===== src/rtl/scan_pkg.sv =====
// +--------------------------------------------------------------------+
// | scan_pkg : shared constants and helpers for the digit scan path.    |
// | Revision : 1.0 - initial release                                    |
// +--------------------------------------------------------------------+
`default_nettype none

package scan_pkg;

   localparam int MODE8  = 2;
   localparam int MODE16 = 4;
   localparam int MODE32 = 8;

   // Zero digits would stall the scan on nothing, so it is promoted to one.
   function automatic int unsigned clamp_digits(input int unsigned req,
                                                input int unsigned n_max);
      if (req == 0)
         return 1;
      else if (req > n_max)
         return n_max;
      else
         return req;
   endfunction

   function automatic logic anode_n_bit(input int unsigned idx,
                                        input int unsigned pos);
      return (idx == pos) ? 1'b0 : 1'b1;
   endfunction

endpackage

`default_nettype wire


===== src/rtl/digit_scan_counter_tick_gen.sv =====
// +--------------------------------------------------------------------+
// | tick_gen : per-slot prescaler with wrap strobe and blanking flag.   |
// | Revision : 1.0 - initial release                                    |
// +--------------------------------------------------------------------+
`default_nettype none

module tick_gen #(
   parameter int PRESCALE     = 100000,
   parameter int BLANK_CYCLES = 4
) (
   input  logic clk_out,
   input  logic reset,
   input  logic enable,
   output logic pre_wrap,
   output logic in_blank
);

   localparam int c_PRE_W = $clog2(PRESCALE);

   logic [c_PRE_W-1:0] r_pre;
   logic [c_PRE_W-1:0] w_pre_next;
   logic               w_at_end;

   always_comb begin
      w_at_end = (r_pre == c_PRE_W'(PRESCALE - 1));
      pre_wrap = enable && w_at_end;
      if (reset)
         w_pre_next = '0;
      else if (!enable)
         w_pre_next = r_pre;
      else if (w_at_end)
         w_pre_next = '0;
      else
         w_pre_next = r_pre + c_PRE_W'(1);
   end

   always_ff @(posedge clk_out) begin
      if (reset)
         r_pre <= '0;
      else
         r_pre <= w_pre_next;
   end

   // Blanking looks at the next prescaler value so the registered anodes line up with it.
   generate
      if (BLANK_CYCLES > 0) begin : g_blank_on
         assign in_blank = (w_pre_next < c_PRE_W'(BLANK_CYCLES));
      end else begin : g_blank_off
         assign in_blank = 1'b0;
      end
   endgenerate

endmodule

`default_nettype wire


===== src/rtl/digit_scan_counter.sv =====
// +--------------------------------------------------------------------+
// | digit_scan_counter : multiplexed 7-seg digit scanner, active-low    |
// | anodes with slot blanking.   Revision : 1.0 - initial release       |
// +--------------------------------------------------------------------+
`default_nettype none

module digit_scan_counter #(
   parameter int N_DIGITS     = 8,
   parameter int PRESCALE     = 100000,
   parameter int BLANK_CYCLES = 4
) (
   input  logic                          clk_out,
   input  logic                          reset,
   input  logic                          enable,
   input  logic [$clog2(N_DIGITS+1)-1:0] digits_active,
   output logic [$clog2(N_DIGITS)-1:0]   digit_idx,
   output logic [N_DIGITS-1:0]           anode_n,
   output logic                          slot_tick,
   output logic                          frame_done
);

   import scan_pkg::*;

   localparam int c_IDX_W = $clog2(N_DIGITS);
   localparam int c_CNT_W = $clog2(N_DIGITS + 1);

   logic                w_pre_wrap;
   logic                w_in_blank;
   logic [c_CNT_W-1:0]  w_n_eff;
   logic [c_CNT_W-1:0]  w_idx_inc;
   logic [c_IDX_W-1:0]  w_idx_next;
   logic [N_DIGITS-1:0] w_anode_lit;
   logic [N_DIGITS-1:0] w_anode_next;

   logic [c_IDX_W-1:0]  r_idx;
   logic [N_DIGITS-1:0] r_anode_n;
   logic                r_slot_tick;
   logic                r_frame_done;

   tick_gen #(
      .PRESCALE     (PRESCALE),
      .BLANK_CYCLES (BLANK_CYCLES)
   ) u_tick_gen (
      .clk_out  (clk_out),
      .reset    (reset),
      .enable   (enable),
      .pre_wrap (w_pre_wrap),
      .in_blank (w_in_blank)
   );

   assign w_n_eff = c_CNT_W'(clamp_digits(32'(digits_active), N_DIGITS));

   // An index already past a shrunk digit count simply wraps at the next boundary.
   always_comb begin
      w_idx_inc  = c_CNT_W'(r_idx) + c_CNT_W'(1);
      w_idx_next = r_idx;
      if (w_pre_wrap)
         w_idx_next = (w_idx_inc >= w_n_eff) ? '0 : c_IDX_W'(w_idx_inc);
      for (int b = 0; b < N_DIGITS; b++)
         w_anode_lit[b] = anode_n_bit(32'(w_idx_next), b);
      w_anode_next = (!enable || w_in_blank) ? '1 : w_anode_lit;
   end

   always_ff @(posedge clk_out) begin
      if (reset) begin
         r_idx        <= '0;
         r_anode_n    <= '1;
         r_slot_tick  <= 1'b0;
         r_frame_done <= 1'b0;
      end else begin
         r_idx        <= w_idx_next;
         r_anode_n    <= w_anode_next;
         r_slot_tick  <= w_pre_wrap;
         r_frame_done <= w_pre_wrap && (w_idx_next == '0);
      end
   end

   assign digit_idx  = r_idx;
   assign anode_n    = r_anode_n;
   assign slot_tick  = r_slot_tick;
   assign frame_done = r_frame_done;

endmodule

`default_nettype wire

===== config.mk =====
export PLATFORM = sky130hd
export DESIGN_NAME = digit_scan_counter
export DESIGN_NICKNAME = d
export VERILOG_FILES = /design/src/rtl/scan_pkg.sv /design/src/rtl/digit_scan_counter_tick_gen.sv /design/src/rtl/digit_scan_counter.sv
export SDC_FILE = /design/constraint.sdc
export NUM_CORES = 1
export LEC_CHECK = 0
export BUFFER_PORTS_ARGS = -buffer_cell sky130_fd_sc_hd__buf_2
export CORE_MARGIN = 10
export CORE_UTILIZATION = 45
export CTS_BUF_LIST = sky130_fd_sc_hd__clkbuf_4 sky130_fd_sc_hd__clkbuf_8
export DETAILED_ROUTE_END_ITERATION = 16
export PLACE_DENSITY = 0.67
export SYNTH_ARGS = -nofsm -noshare
export SYNTH_HDL_FRONTEND = slang
export SYNTH_HIERARCHICAL = 1
export SYNTH_SLANG_ARGS = --single-unit

===== constraint.sdc =====
create_clock -name clk_out -period 2.6 [get_ports clk_out]
set_input_delay 0.13 -clock clk_out [delete_from_list [all_inputs] [get_ports clk_out]]
set_output_delay 0.13 -clock clk_out [all_outputs]
set_load 0.05 [all_outputs]

* After elaboration in Yosys (flattened, before gate mapping)
Cells that the tools add are included.
Cells by class: add/subtract/negate cells 2, order comparisons 3, equal/unequal tests 8, muxes and demuxes 15, reduce and logical (&&, ||, !) cells 7
Operators with widths (number):
- two-way mux 17 bit | 3
- adder 17 x 1 -> 17 bit, second input constant | 1
- equality test 17 bit, second input constant | 1
- < comparator 17 x 3 -> 1 bit, second input constant | 1
- equality test 3 bit, second input constant | 4
- two-way mux 1 bit | 8
- two-way mux 4 bit | 2
- equality test 3 x 2 -> 1 bit, second input constant | 2
- two-way mux 3 bit | 2
- adder 3 x 1 -> 4 bit, second input constant | 1
- >= comparator 4 bit | 1
- greater-than comparator 4 bit, second input constant | 1
- zero test 4 bit | 1
- equality test 3 x 1 -> 1 bit, second input constant | 1
- zero test 3 bit | 1
- logical AND 1 bit | 2
- OR reduction 2 bit | 1
- zero test 1 bit | 1
- logical OR 1 bit | 1
Word-level totals: flip-flop bits (word level) 30, bits of input ports 7, output and inout port bits 13, word-level logic and storage cells 40

* Depth between registers and ports, before layout
word-level depth 8, gate-level depth with buffers 10

* Modules after synthesis
The synthesis kept the hierarchy.
By module, submodules not included:
- tick_gen | times used 1, cells an instance 123, area an instance 1017.2 um^2, sequential area each 340.3 um^2
- digit_scan_counter | times used 1, cells an instance 71, area an instance 620.6 um^2, sequential area each 260.2 um^2

* Worst setup path before layout
No wires, ideal clock.
path type register to register, from register u_tick_gen.r_pre[0], to register r_anode_n[0] (netlist: anode_n[0]), library setup time 129 ps, arrival time 2373 ps, slack 98 ps, stages on the path, launching flop included 10, buffers on the path 0, cells stage by stage dfxtp_1 ha_1 nand4_1 nor4_1 xnor2_1 o21a_1 a41o_1 or3b_2 a21oi_1 nand2_1
On the way: cells in the longest elaborated chain, start to end 7, elaborated cells on any way between the ends 12
RTL lines:
- from (decl) | line digit_scan_counter_tick_gen.sv:20 | logic [c_PRE_W-1:0] r_pre;
- from (signal assigned) | line digit_scan_counter_tick_gen.sv:41 | r_pre <= w_pre_next;
- adder 17 x 1 -> 17 bit or equality test 17 bit (tied branches) | line digit_scan_counter_tick_gen.sv:34, digit_scan_counter_tick_gen.sv:25
- two-way mux 17 bit | line digit_scan_counter_tick_gen.sv:31 | else if (w_at_end)
- two-way mux 17 bit (*) | line digit_scan_counter_tick_gen.sv:29 | else if (!enable)
- two-way mux 17 bit (*) | line digit_scan_counter_tick_gen.sv:27 | if (reset)
- < comparator 17 x 3 -> 1 bit (*) | line digit_scan_counter_tick_gen.sv:47 | assign in_blank = (w_pre_next < c_PRE_W'(BLANK_CYCLES));
- via w_in_blank | line digit_scan_counter.sv:28 | logic w_in_blank;
- logical OR 1 bit (*) | line digit_scan_counter.sv:61 | w_anode_next = (!enable || w_in_blank) ? '1 : w_anode_lit;
- OR reduction 2 bit (no line) (*)
- to (signal assigned) | line digit_scan_counter.sv:72 | r_anode_n <= w_anode_next;
- to (decl) | line digit_scan_counter.sv:36 | logic [N_DIGITS-1:0] r_anode_n;
The timed path passes the listed nets; every way through them passes the cells marked *. A chain may end at the register's enable or synchronous reset.

* Worst setup path after layout
from register u_tick_gen.r_pre[6], to register r_anode_n[1] (netlist: anode_n[1])
On the way: elaborated cells on any way between the ends 12
RTL lines:
- equality test 17 bit | line digit_scan_counter_tick_gen.sv:25 | w_at_end = (r_pre == c_PRE_W'(PRESCALE - 1));
- logical AND 1 bit | line digit_scan_counter_tick_gen.sv:26 | pre_wrap = enable && w_at_end;
- via w_pre_wrap | line digit_scan_counter.sv:27 | logic w_pre_wrap;
- two-way mux 3 bit | line digit_scan_counter.sv:57 | if (w_pre_wrap)
- equality test 3 x 1 -> 1 bit | line scan_pkg.sv:26 | return (idx == pos) ? 1'b0 : 1'b1;
- two-way mux 1 bit | line scan_pkg.sv:26
The timed path passes the listed nets, and every way through them passes these cells.

==> run_results.csv <==
group,metric,value,unit
route,drc,0,
yosys,synth-async-reset-ratio,0,%
sta,tns,0,ns
route,wire_per_inst,13.20,um
sta,rsz0062_at_grt,"no",
global_routing,grtUsageMet1,14.11,%
placed_design,place_congestion,0.8943,
clocking,clk_pin_slew,0.10,ns
placed_design,port_buffers,19,
worst_setup_path,worst_path_max_delay_cell,"or4_1",
worst_setup_path,cp.arrival,2.69,ns
final_layout,syn_to_final_growth,20.47,%
sta,relSlewSlack,72.64,%
yosys,synth_seq_cells,30,
placed_design,placed_cells,264,
final_layout,drive_above_1_share,30.00,%
clocking,cts_max_level,2,
floorplanning,dieArea,6453,um^2
yosys,synthDistinctLibCells,48,
final_layout,postLayoutCellArea,1973,um^2
floorplanning,start_util,47.95,%
sta,timing.final.ws_setup,0.1117,ns
hold_path,hold_path_class,"input port to register",
route,vias_per_cell,5.290,
placed_design,dp_slack,0.002268,ns
yosys,synth_top_flop_cell,"dfxtp_1",
clocking,holdBufCountCts,0,
yosys,yosysTopAreaCellShare,36.67,%
power_and_ir_drop,ir_drop,0.2745,mV
final_layout,fin_nets,242,
global_routing,grt_usage,11.59,%
sta,report.final.slew_viol_count,0,
worst_setup_path,end_kind,"register",
worst_setup_path,path_class,"register to register",
clocking,root_buffer,"clkbuf_4",
floorplanning,chipHeight,80.33,um
worst_setup_path,worstPathRequired,2.80,ns
global_routing,met2_usage,18.22,%
yosys,yosys-top-cells-area,"dfxtp_1 37%, nor2_1 6.4%, xor2_1 5.9%, nand2_1 5.0%, xnor2_1 4.8%",
status,outcome,"complete, no violations",
floorplanning,dieWidth,80.33,um
yosys,synth_edf_count,0,
clocking,clock_sinks,30,
route,first_iter_violations,117,
sta,finalHoldViolations,0,
floorplanning,core_area,3416,um^2
yosys,yosysTopAreaCell,"dfxtp_1",
yosys,synth_nets,207,
placed_design,hpwl,2722,um
route,wl,3642,um
clocking,cts_made_buffers,5,
sta,post-route-period-util,95.70,%
power_and_ir_drop,powerDensity,402.1,nW/um^2
global_routing,grt_overflow,0,
global_routing,grt_use_met3,3.786,%
floorplanning,io_pins,20,
final_layout,antennaDiodeCount,0,
sta,max_freq,0.4019,GHz
placed_design,dpl_cell_area,1839,um^2
power_and_ir_drop,p_leak,0.0007759,uW
global_routing,grt_max_degree,14,
clocking,clk_latency,0.33,ns
sta,holdWs,0.09810,ns
run,cap_violations,0,
sta,fin_skew,0.01386,ns
yosys,syn-cell-area,1638,um^2
worst_setup_path,slowest_delay,0.53,ns
final_layout,layout_commonest_cell,"dfxtp_1",
floorplanning,rows,21,
worst_setup_path,crit_fanout,13,
sta,fin_crit,2.488,ns
sta,worstMarginPinSlew,0.4001,ns
global_routing,grt_pass1_vias,1375,
global_routing,antenna_found_initial,0,
route,first_pass_iters,4,
yosys,ys_seq_area_share,36.67,%
clocking,cts_tree,"done",
final_layout,final_cell_mix,"28 x dfxtp_1, 26 x nor2_1, 22 x nand2_1, 21 x buf_4, 19 x buf_2",
global_routing,grt_pass1_wl,6044,um
worst_setup_path,worstPathCellList,"or4_1, or4_4, nor2_4, or4b_4, a21oi_2, nand2_1",
global_routing,top_usage_layer,"met2",
yosys,avgSynthCellArea,8.442,um^2
sta,setup_viol,0,
final_layout,instances_no_fill,276,
worst_setup_path,start_kind,"register",
clocking,clk_path_buf_depth,2,
yosys,yosysWarnings,6,
route,vias,1460,
yosys,syn_inst,194,
route,ant_nets,0,
[synth_stat cells, drive strengths merged (2+ instances only)]
master  count
a31oi       2
ha          6
xnor2       9
nor2b       4
o21ai       4
or2         2
o21a        4
a21oi       6
o211ai      2
nand2b      2
buf         5
or3b        2
nand3       7
nand4       6
dfxtp      30
nor4        3
xor2       11
or4         2
and3        2
nor3        6
nand2      22
mux2i       2
or3         3
nor2       30
clkbuf      7
[metrics by stage]
stage	util, %	power, uW
6_report	57.77	793.5
5_1_grt	57.77	828.3
4_1_cts	55.93	800.2
3_5_place_dp	53.85	508.2
3_3_place_gp	53.85	506.2
2_1_floorplan	-	499.6
[sequential cells by signal (all words and copies together), names as in the netlist]
register / flops
anode_n: 8
frame_done: 1
digit_idx: 3
u_tick_gen/r_pre: 17
slot_tick: 1
[area by class of cell]
type / count / area [um^2]
repair buffers: 40 / 252.7
fillers: 321 / 1443
flip-flops and latches: 30 / 603.1
multi-input cells: 151 / 992.2
clock inverters: 2 / 12.51
inverters: 1 / 3.754
clock buffers: 6 / 51.30
well taps: 46 / 57.56
[layer usage]
| metal | vias to the layer above | share of wire [%] |
|---|---|---|
| li1 | 744 | - |
| met1 | 671 | 46 |
| met2 | 34 | 47 |
| met3 | 11 | 5.4 |
| met4 | 0 | 1.7 |
| met5 | - | 0 |
[logic make-up after synthesis]
group	Yosys count	share of synthesized area [%]
and+or+nand+nor	97	30.56
DFF	30	36.67
AOI/OAI and AO/OA	25	10.54
xor gates and xnor gates	20	10.70
buffers and inverters	13	5.042
adders and majority gates	6	4.584
muxes	3	1.910
[what timing repair did]
action                     4_1_cts  5_1_grt
pin swaps                        0        2
gates resized for setup          0       11
setup buffers                    1        3
setup endpoints to repair        5        9
[worst max-delay path: cells and delay by family (launching register included)]
kind	cells	cell delay [ns]
flops	1	0.40
simple gates	5	1.82
compound gates	1	0.15
[power by group]
| group | leakage (uW) | total (uW) | switching, uW | internal, uW |
|---|---|---|---|---|
| Combinational | 0.000499 | 33.2 | 19.5 | 13.7 |
| Sequential | 0.000243 | 465 | 2.93 | 462 |
| Clock | 0.0000343 | 295 | 166 | 130 |
[path summary, 6_finish.rpt]
path	from	end	slack, ns	depth (start not counted)
worst max-delay path	u_tick_gen/r_pre[6]	anode_n[1]	0.11	6
worst min-delay path	reset	u_tick_gen/r_pre[2]	0.1	2
worst min register to register	u_tick_gen/r_pre[1]	u_tick_gen/r_pre[1]	0.52	2
worst max register to register	u_tick_gen/r_pre[6]	anode_n[1]	0.11	6
(Power assumes the default switching activity.)
